`src/rtl/lsu_pkg.sv`:
```
`default_nettype none
// ============================================================================
// Module      : lsu_pkg
// Description : Shared opcodes, func3 encodings, FSM states and error codes
//               for the load/store unit.
// Revision    : 1.0 - initial release
// ============================================================================
package lsu_pkg;

   // Major opcodes handled by the LSU
   localparam logic [6:0] c_op_l = 7'b0000011;
   localparam logic [6:0] c_op_s = 7'b0100011;

   // func3 encodings (stores reuse the B/H/W codes)
   localparam logic [2:0] c_f3_b  = 3'b000;
   localparam logic [2:0] c_f3_h  = 3'b001;
   localparam logic [2:0] c_f3_w  = 3'b010;
   localparam logic [2:0] c_f3_bu = 3'b100;
   localparam logic [2:0] c_f3_hu = 3'b101;

   // err_code values
   localparam logic [1:0] c_err_none    = 2'd0;
   localparam logic [1:0] c_err_align   = 2'd1;
   localparam logic [1:0] c_err_timeout = 2'd2;

   typedef enum logic [1:0] {
      c_st_idle = 2'd0,
      c_st_req  = 2'd1,
      c_st_wait = 2'd2,
      c_st_done = 2'd3
   } lsu_state_t;

   // True when func3 names a width that exists for the given access type
   function automatic logic f3_legal(input logic is_store, input logic [2:0] f3);
      logic ok;
      if (is_store)
         ok = (f3 == c_f3_b) || (f3 == c_f3_h) || (f3 == c_f3_w);
      else
         ok = (f3 == c_f3_b) || (f3 == c_f3_h) || (f3 == c_f3_w) ||
              (f3 == c_f3_bu) || (f3 == c_f3_hu);
      return ok;
   endfunction

endpackage
`default_nettype wire

```
`src/rtl/lsu_align.sv`:
```
`default_nettype none
// ============================================================================
// Module      : lsu_align
// Description : Combinational lane steering: store byte enables and data
//               replication, load shift/extension and alignment check.
// Revision    : 1.0 - initial release
// ============================================================================
module lsu_align
   import lsu_pkg::*;
(
   input  logic [2:0]  func3,
   input  logic [1:0]  addr_lo,
   input  logic [31:0] rs2,
   input  logic [31:0] rdata,
   output logic [3:0]  be,
   output logic [31:0] wdata,
   output logic [31:0] ldata,
   output logic        misaligned
);

   logic [31:0] w_shifted;

   // Store lanes and alignment follow the access width in func3[1:0]
   always_comb begin
      be         = 4'b0000;
      wdata      = 32'h0;
      misaligned = 1'b0;
      case (func3[1:0])
         2'b00: begin
            be    = 4'b0001 << addr_lo;
            wdata = {4{rs2[7:0]}};
         end
         2'b01: begin
            be         = 4'b0011 << addr_lo;
            wdata      = {2{rs2[15:0]}};
            misaligned = addr_lo[0];
         end
         2'b10: begin
            be         = 4'b1111;
            wdata      = rs2;
            misaligned = |addr_lo;
         end
         default: ;
      endcase
   end

   // Load data: bring the addressed byte/half to bit 0, then extend
   always_comb begin
      w_shifted = rdata >> {addr_lo, 3'b000};
      case (func3)
         c_f3_b:  ldata = {{24{w_shifted[7]}}, w_shifted[7:0]};
         c_f3_h:  ldata = {{16{w_shifted[15]}}, w_shifted[15:0]};
         c_f3_bu: ldata = {24'h0, w_shifted[7:0]};
         c_f3_hu: ldata = {16'h0, w_shifted[15:0]};
         default: ldata = w_shifted;
      endcase
   end

endmodule
`default_nettype wire

```
`src/rtl/lsu.sv`:
```
`default_nettype none
// ============================================================================
// Module      : lsu
// Description : Load/store unit. Accepts one OP_L/OP_S instruction at a time,
//               runs a req/gnt/rvalid transaction on the data-memory port and
//               returns extended load data or an error with a done pulse.
// Revision    : 1.0 - initial release
// ============================================================================
module lsu
   import lsu_pkg::*;
#(
   parameter int unsigned TIMEOUT_CYCLES = 255
) (
   input  logic        clk,
   input  logic        rst,
   input  logic        in_valid,
   output logic        in_ready,
   input  logic [6:0]  opcode,
   input  logic [2:0]  func3,
   input  logic [31:0] alu_out,
   input  logic [31:0] rs2_data,
   input  logic [4:0]  rd_idx,
   input  logic        flush,
   output logic        mem_req,
   output logic        mem_we,
   output logic [31:0] mem_addr,
   output logic [3:0]  mem_be,
   output logic [31:0] mem_wdata,
   input  logic        mem_gnt,
   input  logic        mem_rvalid,
   input  logic [31:0] mem_rdata,
   output logic        done,
   output logic        rd_we,
   output logic [4:0]  rd_addr,
   output logic [31:0] rd_data,
   output logic        err,
   output logic [1:0]  err_code
);

   // Last counter value before the timeout fires (counter starts at 0)
   localparam logic [15:0] c_tmo_last = 16'(TIMEOUT_CYCLES - 1);

   lsu_state_t  r_state;
   logic        r_in_ready;
   logic        r_is_store;
   logic [2:0]  r_func3;
   logic [1:0]  r_addr_lo;
   logic [4:0]  r_rd_idx;
   logic [15:0] r_cnt;
   logic        r_kill;
   logic        r_mem_req;
   logic        r_mem_we;
   logic [31:0] r_mem_addr;
   logic [3:0]  r_mem_be;
   logic [31:0] r_mem_wdata;
   logic        r_done;
   logic        r_rd_we;
   logic [31:0] r_rd_data;
   logic        r_err;
   logic [1:0]  r_err_code;

   logic        w_idle;
   logic        w_is_load;
   logic        w_is_store;
   logic        w_accept;
   logic        w_bad;
   logic        w_kill_wait;
   logic [2:0]  w_sel_f3;
   logic [1:0]  w_sel_lo;
   logic [3:0]  w_be;
   logic [31:0] w_wdata;
   logic [31:0] w_ldata;
   logic        w_misaligned;

   // In IDLE the aligner looks at the incoming instruction, afterwards at
   // the captured one (needed for load extension in WAIT)
   assign w_idle      = (r_state == c_st_idle);
   assign w_sel_f3    = w_idle ? func3 : r_func3;
   assign w_sel_lo    = w_idle ? alu_out[1:0] : r_addr_lo;
   assign w_is_load   = (opcode == c_op_l);
   assign w_is_store  = (opcode == c_op_s);
   assign w_accept    = in_valid && r_in_ready && !flush && (w_is_load || w_is_store);
   assign w_bad       = w_misaligned || !f3_legal(w_is_store, func3);
   assign w_kill_wait = r_kill || flush;

   lsu_align u_align (
      .func3      (w_sel_f3),
      .addr_lo    (w_sel_lo),
      .rs2        (rs2_data),
      .rdata      (mem_rdata),
      .be         (w_be),
      .wdata      (w_wdata),
      .ldata      (w_ldata),
      .misaligned (w_misaligned)
   );

   // Transaction FSM with registered outputs, capture registers and timeout
   always_ff @(posedge clk or posedge rst) begin
      if (rst) begin
         r_state     <= c_st_idle;
         r_in_ready  <= 1'b1;
         r_is_store  <= 1'b0;
         r_func3     <= 3'b000;
         r_addr_lo   <= 2'b00;
         r_rd_idx    <= 5'd0;
         r_cnt       <= 16'd0;
         r_kill      <= 1'b0;
         r_mem_req   <= 1'b0;
         r_mem_we    <= 1'b0;
         r_mem_addr  <= 32'h0;
         r_mem_be    <= 4'b0000;
         r_mem_wdata <= 32'h0;
         r_done      <= 1'b0;
         r_rd_we     <= 1'b0;
         r_rd_data   <= 32'h0;
         r_err       <= 1'b0;
         r_err_code  <= c_err_none;
      end else begin
         r_done  <= 1'b0;
         r_rd_we <= 1'b0;
         r_err   <= 1'b0;
         case (r_state)
            c_st_idle: begin
               r_kill <= 1'b0;
               if (w_accept) begin
                  r_in_ready <= 1'b0;
                  r_is_store <= w_is_store;
                  r_func3    <= func3;
                  r_addr_lo  <= alu_out[1:0];
                  r_rd_idx   <= rd_idx;
                  if (w_bad) begin
                     r_state    <= c_st_done;
                     r_done     <= 1'b1;
                     r_err      <= 1'b1;
                     r_err_code <= c_err_align;
                  end else begin
                     r_state     <= c_st_req;
                     r_mem_req   <= 1'b1;
                     r_mem_we    <= w_is_store;
                     r_mem_addr  <= {alu_out[31:2], 2'b00};
                     r_mem_be    <= w_is_store ? w_be : 4'b1111;
                     r_mem_wdata <= w_is_store ? w_wdata : 32'h0;
                  end
               end
            end
            c_st_req: begin
               if (mem_gnt || flush) begin
                  r_mem_req   <= 1'b0;
                  r_mem_we    <= 1'b0;
                  r_mem_addr  <= 32'h0;
                  r_mem_be    <= 4'b0000;
                  r_mem_wdata <= 32'h0;
               end
               if (mem_gnt) begin
                  // A flush alongside the grant cannot recall the request
                  r_kill <= flush;
                  if (r_is_store) begin
                     r_state    <= c_st_done;
                     r_done     <= 1'b1;
                     r_err_code <= c_err_none;
                  end else begin
                     r_state <= c_st_wait;
                     r_cnt   <= 16'd0;
                  end
               end else if (flush) begin
                  r_state    <= c_st_idle;
                  r_in_ready <= 1'b1;
               end
            end
            c_st_wait: begin
               r_kill <= w_kill_wait;
               if (mem_rvalid) begin
                  r_state    <= c_st_done;
                  r_done     <= 1'b1;
                  r_rd_data  <= w_ldata;
                  r_rd_we    <= !w_kill_wait && (r_rd_idx != 5'd0);
                  r_err_code <= c_err_none;
               end else if (r_cnt == c_tmo_last) begin
                  r_state    <= c_st_done;
                  r_done     <= 1'b1;
                  r_err      <= !w_kill_wait;
                  r_err_code <= w_kill_wait ? c_err_none : c_err_timeout;
               end else begin
                  r_cnt <= r_cnt + 16'd1;
               end
            end
            c_st_done: begin
               r_state    <= c_st_idle;
               r_in_ready <= 1'b1;
            end
            default: begin
               r_state    <= c_st_idle;
               r_in_ready <= 1'b1;
            end
         endcase
      end
   end

   assign in_ready  = r_in_ready;
   assign mem_req   = r_mem_req;
   assign mem_we    = r_mem_we;
   assign mem_addr  = r_mem_addr;
   assign mem_be    = r_mem_be;
   assign mem_wdata = r_mem_wdata;
   assign done      = r_done;
   // A flush during the DONE cycle itself still suppresses the writeback
   assign rd_we     = r_rd_we && !flush;
   assign err       = r_err && !flush;
   assign rd_addr   = r_rd_idx;
   assign rd_data   = r_rd_data;
   assign err_code  = r_err_code;

endmodule
`default_nettype wire

```
`config.mk`:
```
export PLATFORM = sky130hd
export DESIGN_NAME = lsu
export DESIGN_NICKNAME = d
export VERILOG_FILES = /design/src/rtl/lsu_pkg.sv /design/src/rtl/lsu_align.sv /design/src/rtl/lsu.sv
export SDC_FILE = /design/constraint.sdc
export NUM_CORES = 1
export LEC_CHECK = 0
export ABC_AREA = 1
export BUFFER_PORTS_ARGS = -buffer_cell sky130_fd_sc_hd__buf_2
export CORE_ASPECT_RATIO = 0.5
export CORE_UTILIZATION = 55
export DETAILED_ROUTE_END_ITERATION = 7
export GPL_ROUTABILITY_DRIVEN = 0
export PLACE_DENSITY = 0.87
export SETUP_SLACK_MARGIN = 0.1
export SKIP_LAST_GASP = 1
export SYNTH_ARGS = -nofsm -noshare
export SYNTH_HDL_FRONTEND = slang
export SYNTH_SLANG_ARGS = --single-unit
```
`constraint.sdc`:
```
create_clock -name clk -period 7.7 [get_ports clk]
set_input_delay 2.31 -clock clk [delete_from_list [all_inputs] [get_ports clk]]
set_output_delay 2.31 -clock clk [all_outputs]
set_load 0.05 [all_outputs]
```
==> run summary <==
Critical Path End Type: flip-flop
Slew Limit Headroom: 0.132
Metal3 WL: 1630 µm
Global route total overflow: 0
Setup total negative slack: 0 ps
RSZ-0062 raised after global routing: false
Vias in the first global route: 7170
Fmax: 182 MHz
Synth top area cells: dfrtp_1 43%, nand2_1 18%, nand3_1 5.9%
Post-cts sizing count: 0
Initial DRC Count: 906
Fraction of layout cells with a size suffix above 1: 0.221
Critical path data arrival time: 5830 ps
Leakage Power: 0.00537 µW
Final min period: 5480 ps
Library cells used by synthesis: 36
Required time worst endpoint: 8050 ps
DP HPWL: 15000 µm
I/O Buffers: 227
Initial antenna violation count: 0
Post-route setup slack: 2220 ps
Final Cycle Share: 0.712
Mapped Cells: 1113
Synthesis Warnings: 0
CTS hold repair buffers: 0
Power per Cell Area: 430 mW/mm²
Worst Setup Start Kind: input pin
I/O pin total: 230
# H-tree levels: 4
Wire length on met1: 9350 µm
# fillers: 1144
GRT Overall Usage: 0.298
Cts bufs inserted: 17
Sequential area share after synthesis: 0.434
Avg WL per Cell: 14.5 µm
Drt first pass iters: 8
Netlist Area Pre-Place: 0.00785 mm²
Status: finished, final reports clean
Clk Latency, worst-skew pair: 420 ps
Area growth syn-to-layout: 21.8%
Synth top cells by count: 383 x nand2_1, 135 x dfrtp_1, 104 x nor2_1, 95 x inv_1, 93 x nand3_1
Final hold vios: 0
Hold Path Class: reg -> reg
Final Non-Filler Cells: 1509
# clock sinks: 136
DP Cell Count: 1475
Setup Skew: 10.8 ps
Utilization after layout: 0.696
Critical path class: in -> reg
VDD IR max: 0.230 mV
Post-route DRC: 0
Largest net degree at the start of global routing: 70
Met2 Routed Length: 10300 µm
First-pass GRT wire length: 34700 µm
Die X: 171 µm
Total number of vias: 8111
DR vias/cell: 5.38
Highest metal used: met4
Site Rows: 30
Number of synthesized flops with an enable pin: 0
Synth top area share: 0.430
# Max-Cap Violations: 0
Final Max Slew Viols: 0
Mapped Avg Cell Area: 7.05 µm²
Starting density of the core: 0.571
Count leader, synth: nand2_1
Largest area contributor in the netlist: dfrtp_1
Place WS: 1900 ps
Die height: 86.5 µm
CP Max Fanout: 69
Nets: 1430
Maximum clock path buffer count: 2
Final Setup Violations: 0
Yosys reg bits: 136
Worst-Margin Slew: 1290 ps
Asr flop ratio synth: 1.00
Main synth FF type: dfrtp_1
Post-Route WL: 21900 µm
# Post-CTS Setup Buffers: 0
Antenna Nets Post-Route: 0
Root Driver: clkbuf_16
CTS tree: yes
Reg clk slew, reported paths: 60 ps
CORE AREA: 0.0137 mm²
Power Total: 4110 µW
Full die area: 0.0148 mm²
-- layout by cell type (no fill, tap or decap), types with 4 or more instances in the layout --
| master | netlist | routed |
|---|---|---|
| buf_4 | 8 | 4 |
| nand2_2 | 7 | 7 |
| nor2_1 | 104 | 104 |
| nand3b_1 | 30 | 30 |
| nand3_1 | 93 | 93 |
| clkbuf_16 | 0 | 17 |
| ha_1 | 11 | 11 |
| o21ai_1 | 7 | 7 |
| buf_2 | 20 | 227 |
| a21oi_1 | 14 | 14 |
| o21ai_0 | 76 | 76 |
| inv_1 | 95 | 94 |
| or2_2 | 10 | 10 |
| clkinvlp_4 | 0 | 4 |
| nand2_1 | 383 | 383 |
| inv_6 | 0 | 4 |
| nor3_1 | 46 | 46 |
| dfrtp_1 | 135 | 135 |
| nand4_1 | 8 | 8 |
| o211ai_1 | 8 | 8 |
-- layer usage --
metal  global-route usage  vias to the layer above
li1                     -                     3914
met1                0.394                     3716
met2                0.496                      398
met3               0.0534                       83
met4                0.112                        0
met5                    0                        -
-- logic make-up after synthesis --
group	share of synthesized area
adder cells (fa/ha/maj)	0.0175
other	0.000478
XOR/XNOR	0.00446
AO/OA/AOI/OAI	0.0783
flip-flops	0.434
AND/OR/NAND/NOR	0.377
buffers and inverters	0.0888
-- registers in the layout (all words and copies together) (netlist names), 2 cells and up --
name / flops
mem_wdata: 32
err_code: 2
r_state: 2
r_cnt: 16
r_func3: 3
rd_data: 32
mem_be: 4
r_addr_lo: 2
rd_addr: 5
mem_addr: 30
-- cell type report --
type | instances | area [µm²] | area share
multi-input cells | 817 | 3760 | 0.393
inverters | 99 | 377 | 0.0394
diodes | 2 | 5.00 | 0.000523
clock inverters | 13 | 169 | 0.0177
clock buffers | 19 | 443 | 0.0463
repair buffers | 231 | 1170 | 0.122
flip-flops and latches | 136 | 3400 | 0.356
well taps | 192 | 240 | 0.0251
-- worst paths after layout --
| path | cells after the start | slack (ps) | from | endpoint |
|---|---|---|---|---|
| setup / recovery | 13 | 2220 | func3[0] | mem_wdata[25]$_DFFE_PP0P_ |
| hold / removal | 2 | 460 | mem_req$_DFFE_PP0P_ | mem_req$_DFFE_PP0P_ |
| setup reg to reg | 15 | 2540 | r_state[0]$_DFFE_PP0P_ | mem_wdata[25]$_DFFE_PP0P_ |
| hold reg to reg | 2 | 460 | mem_req$_DFFE_PP0P_ | mem_req$_DFFE_PP0P_ |
| max in group asynchronous | 3 | 4420 | rst | rd_data[4]$_DFFE_PP0P_ |
| min in group asynchronous | 2 | 1970 | rst | mem_addr[9]$_DFFE_PP0P_ |
-- stage by stage --
stage | hold slack, ps | instance area, µm²
floorplan | 453 | 7850
detailed placement | 454 | 8940
global placement | 449 | 8940
global route | 483 | 9560
CTS | 469 | 9560
finish | 465 | 9560
-- report_power, final --
| group | total, µW | switching [µW] | internal (µW) |
|---|---|---|---|
| logic | 2230 | 1700 | 522 |
| clock network | 850 | 329 | 521 |
| registers | 1030 | 115 | 916 |
| total | 4110 | 2150 | 1960 |
-- worst max-delay path, cell delays in order --
cell and delay, ps:
buf_2 110, nand2_1 50, o21ai_0 200, inv_1 180, ha_1 720, inv_1 140, nand2_1 120, nand3_2 80
nand2_2 100, nand2_4 380, nand2_2 1140, nand2_1 150, nand2_1 110
(Power assumes the default switching activity.)
